**config.mk**
```make
export PLATFORM = sky130hd
export DESIGN_NAME = multicycle_sequencer
export DESIGN_NICKNAME = d
export VERILOG_FILES = /design/src/rtl/seq_pkg.sv /design/src/rtl/seq_timeout_counter.sv /design/src/rtl/multicycle_sequencer.sv
export SDC_FILE = /design/constraint.sdc
export NUM_CORES = 1
export LEC_CHECK = 0
export ABC_CLOCK_PERIOD_IN_PS = 3500
export BUFFER_PORTS_ARGS = -buffer_cell sky130_fd_sc_hd__buf_2
export CAP_MARGIN = 30
export CORE_UTILIZATION = 45
export CTS_CLUSTER_DIAMETER = 80
export DETAILED_ROUTE_END_ITERATION = 16
export GPL_ROUTABILITY_DRIVEN = 0
export PLACE_DENSITY = 0.71
export SYNTH_ARGS = -nofsm -noshare
export SYNTH_HDL_FRONTEND = slang
export SYNTH_SLANG_ARGS = --single-unit
```
**constraint.sdc**
```tcl
create_clock -name clk -period 3.5 [get_ports clk]
set_input_delay 0.35 -clock clk [delete_from_list [all_inputs] [get_ports clk]]
set_output_delay 0.35 -clock clk [all_outputs]
set_load 0.005 [all_outputs]
```
**src/rtl/seq_pkg.sv**
```systemverilog
// Shared definitions for the multicycle sequencer: state encodings, PC source
// selects and the legal range of the memory timeout parameter.
package seq_pkg;

    localparam logic [2:0] S_IDLE   = 3'd0;
    localparam logic [2:0] S_FETCH  = 3'd1;
    localparam logic [2:0] S_DECODE = 3'd2;
    localparam logic [2:0] S_EXEC   = 3'd3;
    localparam logic [2:0] S_MEM    = 3'd4;
    localparam logic [2:0] S_WB     = 3'd5;
    localparam logic [2:0] S_HALTED = 3'd6;
    localparam logic [2:0] S_ERROR  = 3'd7;

    localparam logic [1:0] PC_INC = 2'b00;
    localparam logic [1:0] PC_JMP = 2'b01;
    localparam logic [1:0] PC_BR  = 2'b10;
    localparam logic [1:0] PC_REG = 2'b11;

    localparam int TIMEOUT_MIN = 1;
    localparam int TIMEOUT_MAX = 255;
    localparam int TIMEOUT_W   = 8;

    function automatic bit timeout_in_range(input int t);
        return (t >= TIMEOUT_MIN) && (t <= TIMEOUT_MAX);
    endfunction

endpackage

```
**src/rtl/seq_timeout_counter.sv**
```systemverilog
// Counts consecutive cycles a memory request waits without an ack; expired is
// raised combinationally on the LIMIT-th such cycle.
module seq_timeout_counter
    import seq_pkg::*;
#(
    parameter int LIMIT = 15
) (
    input  logic clk,
    input  logic rst_n,
    input  logic run,
    input  logic clear,
    output logic expired
);

    logic [TIMEOUT_W-1:0] r_count;

    // NOTE: state registers use non-blocking assignments so every flop samples pre-edge values.
    always_ff @(posedge clk or negedge rst_n) begin
        if (!rst_n) begin
            r_count <= '0;
        end else if (clear) begin
            r_count <= '0;
        end else if (run) begin
            r_count <= r_count + TIMEOUT_W'(1);
        end
    end

    assign expired = run && (r_count == TIMEOUT_W'(LIMIT - 1));

endmodule

```
**src/rtl/multicycle_sequencer.sv**
```systemverilog
// Multi-cycle control FSM for the 16-bit core (fetch/decode/exec/mem/wb).
// Define SEQ_PERF_CNT_EN to add the cycle_cnt / instret performance counters.
module multicycle_sequencer
    import seq_pkg::*;
#(
    parameter int MEM_TIMEOUT = 15,
    parameter int CNT_W       = 32
) (
    input  logic             clk,
    input  logic             rst_n,
    input  logic             start,
    input  logic             dec_halt,
    input  logic             dec_jump,
    input  logic             dec_jr,
    input  logic             dec_jlink,
    input  logic             dec_branch,
    input  logic             dec_blt,
    input  logic             dec_load,
    input  logic             dec_store,
    input  logic             dec_wb,
    input  logic             alu_zero,
    input  logic             alu_neg,
    input  logic             mem_ack,
    output logic             mem_req,
    output logic             mem_we,
    output logic             mem_sel_pc,
    output logic             ir_en,
    output logic             ab_en,
    output logic             alu_en,
    output logic             rf_we,
    output logic             pc_en,
    output logic [1:0]       pc_src,
    output logic             halted,
    output logic             err,
    output logic [2:0]       state_o
`ifdef SEQ_PERF_CNT_EN
    ,
    output logic [CNT_W-1:0] cycle_cnt,
    output logic [CNT_W-1:0] instret
`endif
);

    if (!timeout_in_range(MEM_TIMEOUT) || (CNT_W < 1)) begin : g_bad_param
        $error("multicycle_sequencer: MEM_TIMEOUT must be 1..255 and CNT_W at least 1");
    end

    logic [2:0] r_state;
    logic [2:0] w_next;
    logic       w_run;
    logic       w_clear;
    logic       w_expired;
    logic       w_noop;
    logic       w_taken;

    assign w_noop  = ~(dec_halt | dec_jump | dec_jr | dec_jlink | dec_branch |
                       dec_blt | dec_load | dec_store | dec_wb);
    assign w_taken = dec_blt ? alu_neg : alu_zero;

    // Kept outside the FSM block so the timeout path has no combinational loop.
    assign mem_req = (r_state == S_FETCH) || (r_state == S_MEM);
    assign w_run   = mem_req & ~mem_ack;
    assign w_clear = (mem_req & mem_ack) | (w_next != r_state);

    seq_timeout_counter #(
        .LIMIT(MEM_TIMEOUT)
    ) u_timeout (
        .clk    (clk),
        .rst_n  (rst_n),
        .run    (w_run),
        .clear  (w_clear),
        .expired(w_expired)
    );

    always_ff @(posedge clk or negedge rst_n) begin
        if (!rst_n) begin
            r_state <= S_IDLE;
        end else begin
            r_state <= w_next;
        end
    end

    always_comb begin
        // NOTE: every output gets a default first, so no path through the case infers a latch.
        w_next     = r_state;
        mem_we     = 1'b0;
        mem_sel_pc = 1'b0;
        ir_en      = 1'b0;
        ab_en      = 1'b0;
        alu_en     = 1'b0;
        rf_we      = 1'b0;
        pc_en      = 1'b0;
        pc_src     = PC_INC;
        case (r_state)
            S_IDLE: begin
                if (start) w_next = S_FETCH;
            end
            S_FETCH: begin
                mem_sel_pc = 1'b1;
                if (mem_ack) begin
                    ir_en  = 1'b1;
                    w_next = S_DECODE;
                end else if (w_expired) begin
                    w_next = S_ERROR;
                end
            end
            S_DECODE: begin
                ab_en = 1'b1;
                if (dec_halt) begin
                    w_next = S_HALTED;
                end else if (dec_jr) begin
                    pc_en  = 1'b1;
                    pc_src = PC_REG;
                    w_next = S_FETCH;
                end else if (dec_jump && !dec_jlink) begin
                    pc_en  = 1'b1;
                    pc_src = PC_JMP;
                    w_next = S_FETCH;
                end else if (dec_jlink) begin
                    w_next = S_WB;
                end else if (w_noop) begin
                    pc_en  = 1'b1;
                    w_next = S_FETCH;
                end else begin
                    w_next = S_EXEC;
                end
            end
            S_EXEC: begin
                alu_en = 1'b1;
                if (dec_branch) begin
                    pc_en  = 1'b1;
                    pc_src = w_taken ? PC_BR : PC_INC;
                    w_next = S_FETCH;
                end else if (dec_load || dec_store) begin
                    w_next = S_MEM;
                end else if (dec_wb) begin
                    w_next = S_WB;
                end else begin
                    // No result to keep: behave like a noop rather than stall.
                    pc_en  = 1'b1;
                    w_next = S_FETCH;
                end
            end
            S_MEM: begin
                mem_we = dec_store;
                if (mem_ack) begin
                    if (dec_load) begin
                        w_next = S_WB;
                    end else begin
                        pc_en  = 1'b1;
                        w_next = S_FETCH;
                    end
                end else if (w_expired) begin
                    w_next = S_ERROR;
                end
            end
            S_WB: begin
                rf_we  = 1'b1;
                pc_en  = 1'b1;
                pc_src = dec_jlink ? PC_JMP : PC_INC;
                w_next = S_FETCH;
            end
            S_HALTED: w_next = S_HALTED;
            S_ERROR:  w_next = S_ERROR;
        endcase
    end

    assign halted  = (r_state == S_HALTED);
    assign err     = (r_state == S_ERROR);
    assign state_o = r_state;

`ifdef SEQ_PERF_CNT_EN
    logic [CNT_W-1:0] r_cycle_cnt;
    logic [CNT_W-1:0] r_instret;
    logic             w_active;
    logic             w_retire;

    assign w_active = (r_state != S_IDLE) && (r_state != S_HALTED) && (r_state != S_ERROR);
    assign w_retire = pc_en || ((r_state == S_DECODE) && (w_next == S_HALTED));

    always_ff @(posedge clk or negedge rst_n) begin
        if (!rst_n) begin
            r_cycle_cnt <= '0;
            r_instret   <= '0;
        end else begin
            if (w_active) r_cycle_cnt <= r_cycle_cnt + CNT_W'(1);
            if (w_retire) r_instret   <= r_instret + CNT_W'(1);
        end
    end

    assign cycle_cnt = r_cycle_cnt;
    assign instret   = r_instret;
`endif

endmodule

```
---- Word-level counts from Yosys, hierarchy flattened ----
Cells that the tools add are included.
storage, ports and cells
  word-level logic and storage cells ...... 73
  output and inout port bits .............. 15
  bits of input ports ..................... 15
  register bits after elaboration ......... 11
cells by class
  reductions and logical operators ........ 7
  mux-type cells .......................... 42
  equal/unequal tests ..................... 9
  $add $sub $neg .......................... 1
  bitwise gates (word level) .............. 12
operators by type and width
  cell                                                                   number
  3-bit 2-to-1 mux                                                       12
  3-bit case mux with 8 select lines                                     1
  1-bit 2-to-1 mux                                                       20
  8-bit 2-to-1 mux                                                       2
  3-bit equality test, second input constant                             4
  2-bit 2-to-1 mux                                                       5
  1-bit bitwise OR                                                       9
  8-bit by 1-bit adder with 8-bit output, second input constant          1
  8-bit by 4-bit equality test with 1-bit output, second input constant  1
  3-bit by 2-bit equality test with 1-bit output, second input constant  2
  2-bit case mux with 3 select lines                                     1
  1-bit case mux with 4 select lines                                     1
  3-bit by 1-bit equality test with 1-bit output, second input constant  1
  3-bit logical NOT                                                      1
  3-bit inequality test                                                  1
  1-bit bitwise AND                                                      2
  1-bit logical AND                                                      2
  1-bit logical OR                                                       2
  2-bit nonzero test                                                     1
  1-bit logical NOT                                                      1
  1-bit inverter                                                         1

---- Depth between registers and ports, before layout ----
  depth after elaboration ................. 17
  depth in mapped cells ................... 9
  depth with buffers taken out ............ 8

---- Modules after synthesis ----
Synthesis repeated with hierarchy kept, for this count alone.
unflattened totals
  cells, all modules ...................... 130
  area total of the unflattened synthesis .. 1,009.7 µm²
modules (own cells, without submodules)
  module                sequential area each (µm²)  area an instance (µm²)  times used  cells an instance
  multicycle_sequencer  75.1                        599.3                   1           89
  seq_timeout_counter   200.2                       410.4                   1           41

---- Worst setup path before layout ----
Ideal clock, no wire load.
  kind .................................... reg-to-reg
  start ................................... register r_state[1], in the netlist state_o[1]
  end ..................................... register u_timeout.r_count[2]
  period minus slack after synthesis ...... 2.570 ns
  arrival time ............................ 2.484 ns
  stages on the path, launching flop included .. 10
  slack ................................... 0.930 ns
  path buffers ............................ 1
  cells stage by stage .................... dfrtp_1 -> clkbuf_1 -> inv_1 -> ha_1 -> or3_1 -> nor3_1 -> o32ai_1 -> a2111oi_4 -> nand3_2 -> nor3_1
on the way
  cells in the longest elaborated chain, start to end .. 10
  elaborated cells between the ends (all ways) .. 21
  those cells by class .................... 8 x eq/ne; 6 x mux; 3 x bitwise; 4 x reduce/logical
RTL lines
  element                                                                                       line                                                      RTL
  start, declared                                                                               multicycle_sequencer.sv:47                                logic [2:0] r_state;
  start signal, assigned                                                                        multicycle_sequencer.sv:78                                r_state <= w_next;
  3-bit by 1-bit equality test with 1-bit output / 3-bit equality test (equally long branches)  multicycle_sequencer.sv:60, multicycle_sequencer.sv:93
  1-bit logical OR                                                                              multicycle_sequencer.sv:60                                assign mem_req = (r_state == S_FETCH) || (r_state == S_MEM);
  1-bit bitwise AND                                                                             multicycle_sequencer.sv:61                                assign w_run = mem_req & ~mem_ack;
  1-bit logical AND                                                                             seq_timeout_counter.sv:28                                 assign expired = run && (r_count == TIMEOUT_W'(LIMIT - 1));
  3-bit 2-to-1 mux                                                                              multicycle_sequencer.sv:102, multicycle_sequencer.sv:152
  3-bit 2-to-1 mux (on tied branches)                                                           multicycle_sequencer.sv:145, multicycle_sequencer.sv:99
  3-bit case mux with 8 select lines                                                            multicycle_sequencer.sv:93                                case (r_state)
  3-bit inequality test                                                                         multicycle_sequencer.sv:62                                assign w_clear = (mem_req & mem_ack) | (w_next != r_state);
  1-bit bitwise OR                                                                              multicycle_sequencer.sv:62
  8-bit 2-to-1 mux / 2-bit nonzero test (equally long branches)                                 -
  end signal, assigned                                                                          seq_timeout_counter.sv:24                                 r_count <= r_count + TIMEOUT_W'(1);
  end, declared                                                                                 seq_timeout_counter.sv:15                                 logic [TIMEOUT_W-1:0] r_count;
Several ways; a longest one is shown, not always the timed one.
A chain may end at the register's enable or synchronous reset.

---- Final worst setup path ----
Same ends and word-level chain as after synthesis.

==> flow_summary.json <==
{
  "fin_crit_sh": 0.790,
  "path_class": "flip-flop to flip-flop",
  "avgSynthCellArea_sq_um": 8.06,
  "worst_pin_slew_ns": 0.799,
  "hold_viol": 0,
  "synth_edf_count": 0,
  "dp_hpwl_um": 1940,
  "yosysSeqAreaShare": 0.265,
  "design.core.area_sq_um": 2190,
  "area_delta_synth_final_pct": 18.7,
  "cts_tree": "built",
  "die_h_um": 50.1,
  "cpPeakStageDelay_ns": 0.64,
  "htree_levels": 1,
  "ant_nets": 0,
  "fin_setup_tns_ns": 0,
  "slew_headroom": 0.460,
  "critPathBufInv": 1,
  "drt_pass1_iterations": 4,
  "grt_pass1_wl_um": 4150,
  "globalRouteTotalUtil": 0.219,
  "insertion_delay_ns": 0.26,
  "drc": 0,
  "clkTransAtPathRegs_ns": 0.06,
  "io-pin-count": 30,
  "worstSetupEndpointType": "flip-flop",
  "fin_area_sq_um": 1230,
  "leakage_nw": 0.573,
  "yosysWarnings": 0,
  "syn_inst": 129,
  "cellPowerDensity_nw_per_um2": 801,
  "grt_max_degree": 18,
  "cpMaxStageDelayCell": "dfrtp_1",
  "die-area_sq_um": 2510,
  "finalNetCount": 179,
  "port_buffers": 29,
  "layout-drive-gt1-share": 0.253,
  "ys_seq_elements": 11,
  "ys.flop_type": "dfrtp_1",
  "vias": 1062,
  "routed_wl_um": 2460,
  "synthDistinctLibCells": 46,
  "synth_fp_nets": 149,
  "cp.required_ns": 3.68,
  "finClkSkew_ns": 0.000152,
  "path_cells": "inv_1, ha_1, or3_1, nor3_1, o32ai_1, a2111oi_4, nand3_2, nor3_1",
  "arrival_ns": 2.95,
  "cts_sinks": 11,
  "antenna_found_initial": 0,
  "outcome": "complete, no violations",
  "setup-violations-final": 0,
  "rsz0062_at_grt": "no",
  "start_util": 0.475,
  "grt_overflow": 0,
  "instances_no_fill": 186,
  "die_w_um": 50.1,
  "maxCapViolCount": 0,
  "netlist.area_leader.share": 0.265,
  "crit_fanout": 17,
  "power_w": 0.000988,
  "finalMaxSlewViolations": 0,
  "vdd_drop_max_mv": 0.494,
  "n_antenna_cell": 0,
  "avgViaCountPerCell": 5.71,
  "postCtsSetupRepairBufs": 0,
  "cts_made_buffers": 3,
  "fmax_mhz": 362,
  "period_minus_slack_ns": 2.77,
  "core.rowCount": 17,
  "yosysTopAreaCell": "dfrtp_1",
  "root_buffer": "clkbuf_4",
  "synth_area_leaders": "dfrtp_1 26%, ha_1 6.0%, a21oi_1 4.8%",
  "grt_pass1_vias": 993,
  "dp.cells": 181,
  "drt_iter0_drc": 39,
  "fillerInstances": 215,
  "cts_buffer_depth": 2,
  "synth_area_sq_um": 1040,
  "startpoint_type": "flip-flop",
  "hold_path.class": "input port to asynchronous set/reset pin",
  "synth_commonest_cells": "11 x dfrtp_1, 10 x a21oi_1, 10 x nand2_1, 10 x nor3_1",
  "wl_per_cell_um": 13.2,
  "crit_top_cell": "nor3_1",
  "synth_async_sr_flop_share": 1.00,
  "crit_family": "simple AND/OR/NAND/NOR gates",
  "reg2reg_slack_ns": 0.73,
  "synth.most_common_cell": "dfrtp_1",
  "place_area_sq_um": 1200
}
-- what timing repair did --
item | CTS | global route
gates resized for setup | 0 | 0
hold endpoints to repair | 11 | 0
hold buffers | 1 | 0
-- cells by family after synthesis --
kind of cell	share of synthesized area
AO/OA/AOI/OAI	0.259
AND/OR/NAND/NOR	0.294
flip-flops	0.265
multiplexers	0.0205
buffers and inverters	0.0517
adder cells (fa/ha/maj)	0.0602
XOR/XNOR	0.0505
-- metrics by stage --
stage | utilization | hold WS [ns] | setup slack [ns]
4_1_cts | 0.563 | 0.478 | 0.724
6_report | 0.563 | 0.483 | 0.734
5_1_grt | 0.563 | 0.487 | 0.494
3_3_place_gp | 0.547 | 0.226 | 0.853
2_1_floorplan | - | 0.0544 | 0.930
3_5_place_dp | 0.547 | 0.229 | 0.739
-- layout by cell type, fill, tap and decap left out, types with 3 or more instances in the layout --
cell / count
clkbuf_4: 3
ha_1: 5
a21oi_1: 10
o21ai_0: 8
inv_1: 7
nand2_1: 10
and3_1: 5
dfrtp_1: 11
buf_2: 29
nor2_1: 8
nor3_1: 10
xor2_1: 5
nor2b_1: 3
-- worst paths after layout --
path	to	cells past startpoint	start
min	u_timeout.r_count[4]	2	rst_n
max in group asynchronous	state_o[1]	2	rst_n
max reg2reg	u_timeout.r_count[2]	8	state_o[1]
max	u_timeout.r_count[2]	8	state_o[1]
min reg2reg	u_timeout.r_count[0]	2	u_timeout.r_count[0]
min in group clk	state_o[1]	4	start
-- cell type report --
type	instances	area (sq um)	area share
repair buffers	30	155	0.126
inverters	8	31.3	0.0254
flip-flops and latches	11	275	0.223
multi-input cells	105	711	0.576
well taps	28	35.0	0.0284
clock buffers	4	26.3	0.0213
-- power breakdown --
part / total, W / internal [W] / switching [W] / leakage, nW
registers: 0.000234 / 0.000152 / 0.0000817 / 0.147
clock network: 0.0000828 / 0.0000441 / 0.0000387 / 0.0150
logic: 0.000672 / 0.000285 / 0.000387 / 0.411
-- sequential cells by signal, summed over array words and instances (netlist names) --
signal and count:
state_o 3, u_timeout.r_count 8
-- routing by layer --
metal	wire, um	vias up	track usage
met5	0	-	0
met4	0	0	0.0429
met3	133	0	0.0586
met2	1170	35	0.356
met1	1160	488	0.287
li1	-	539	-
(Power assumes the default switching activity.)
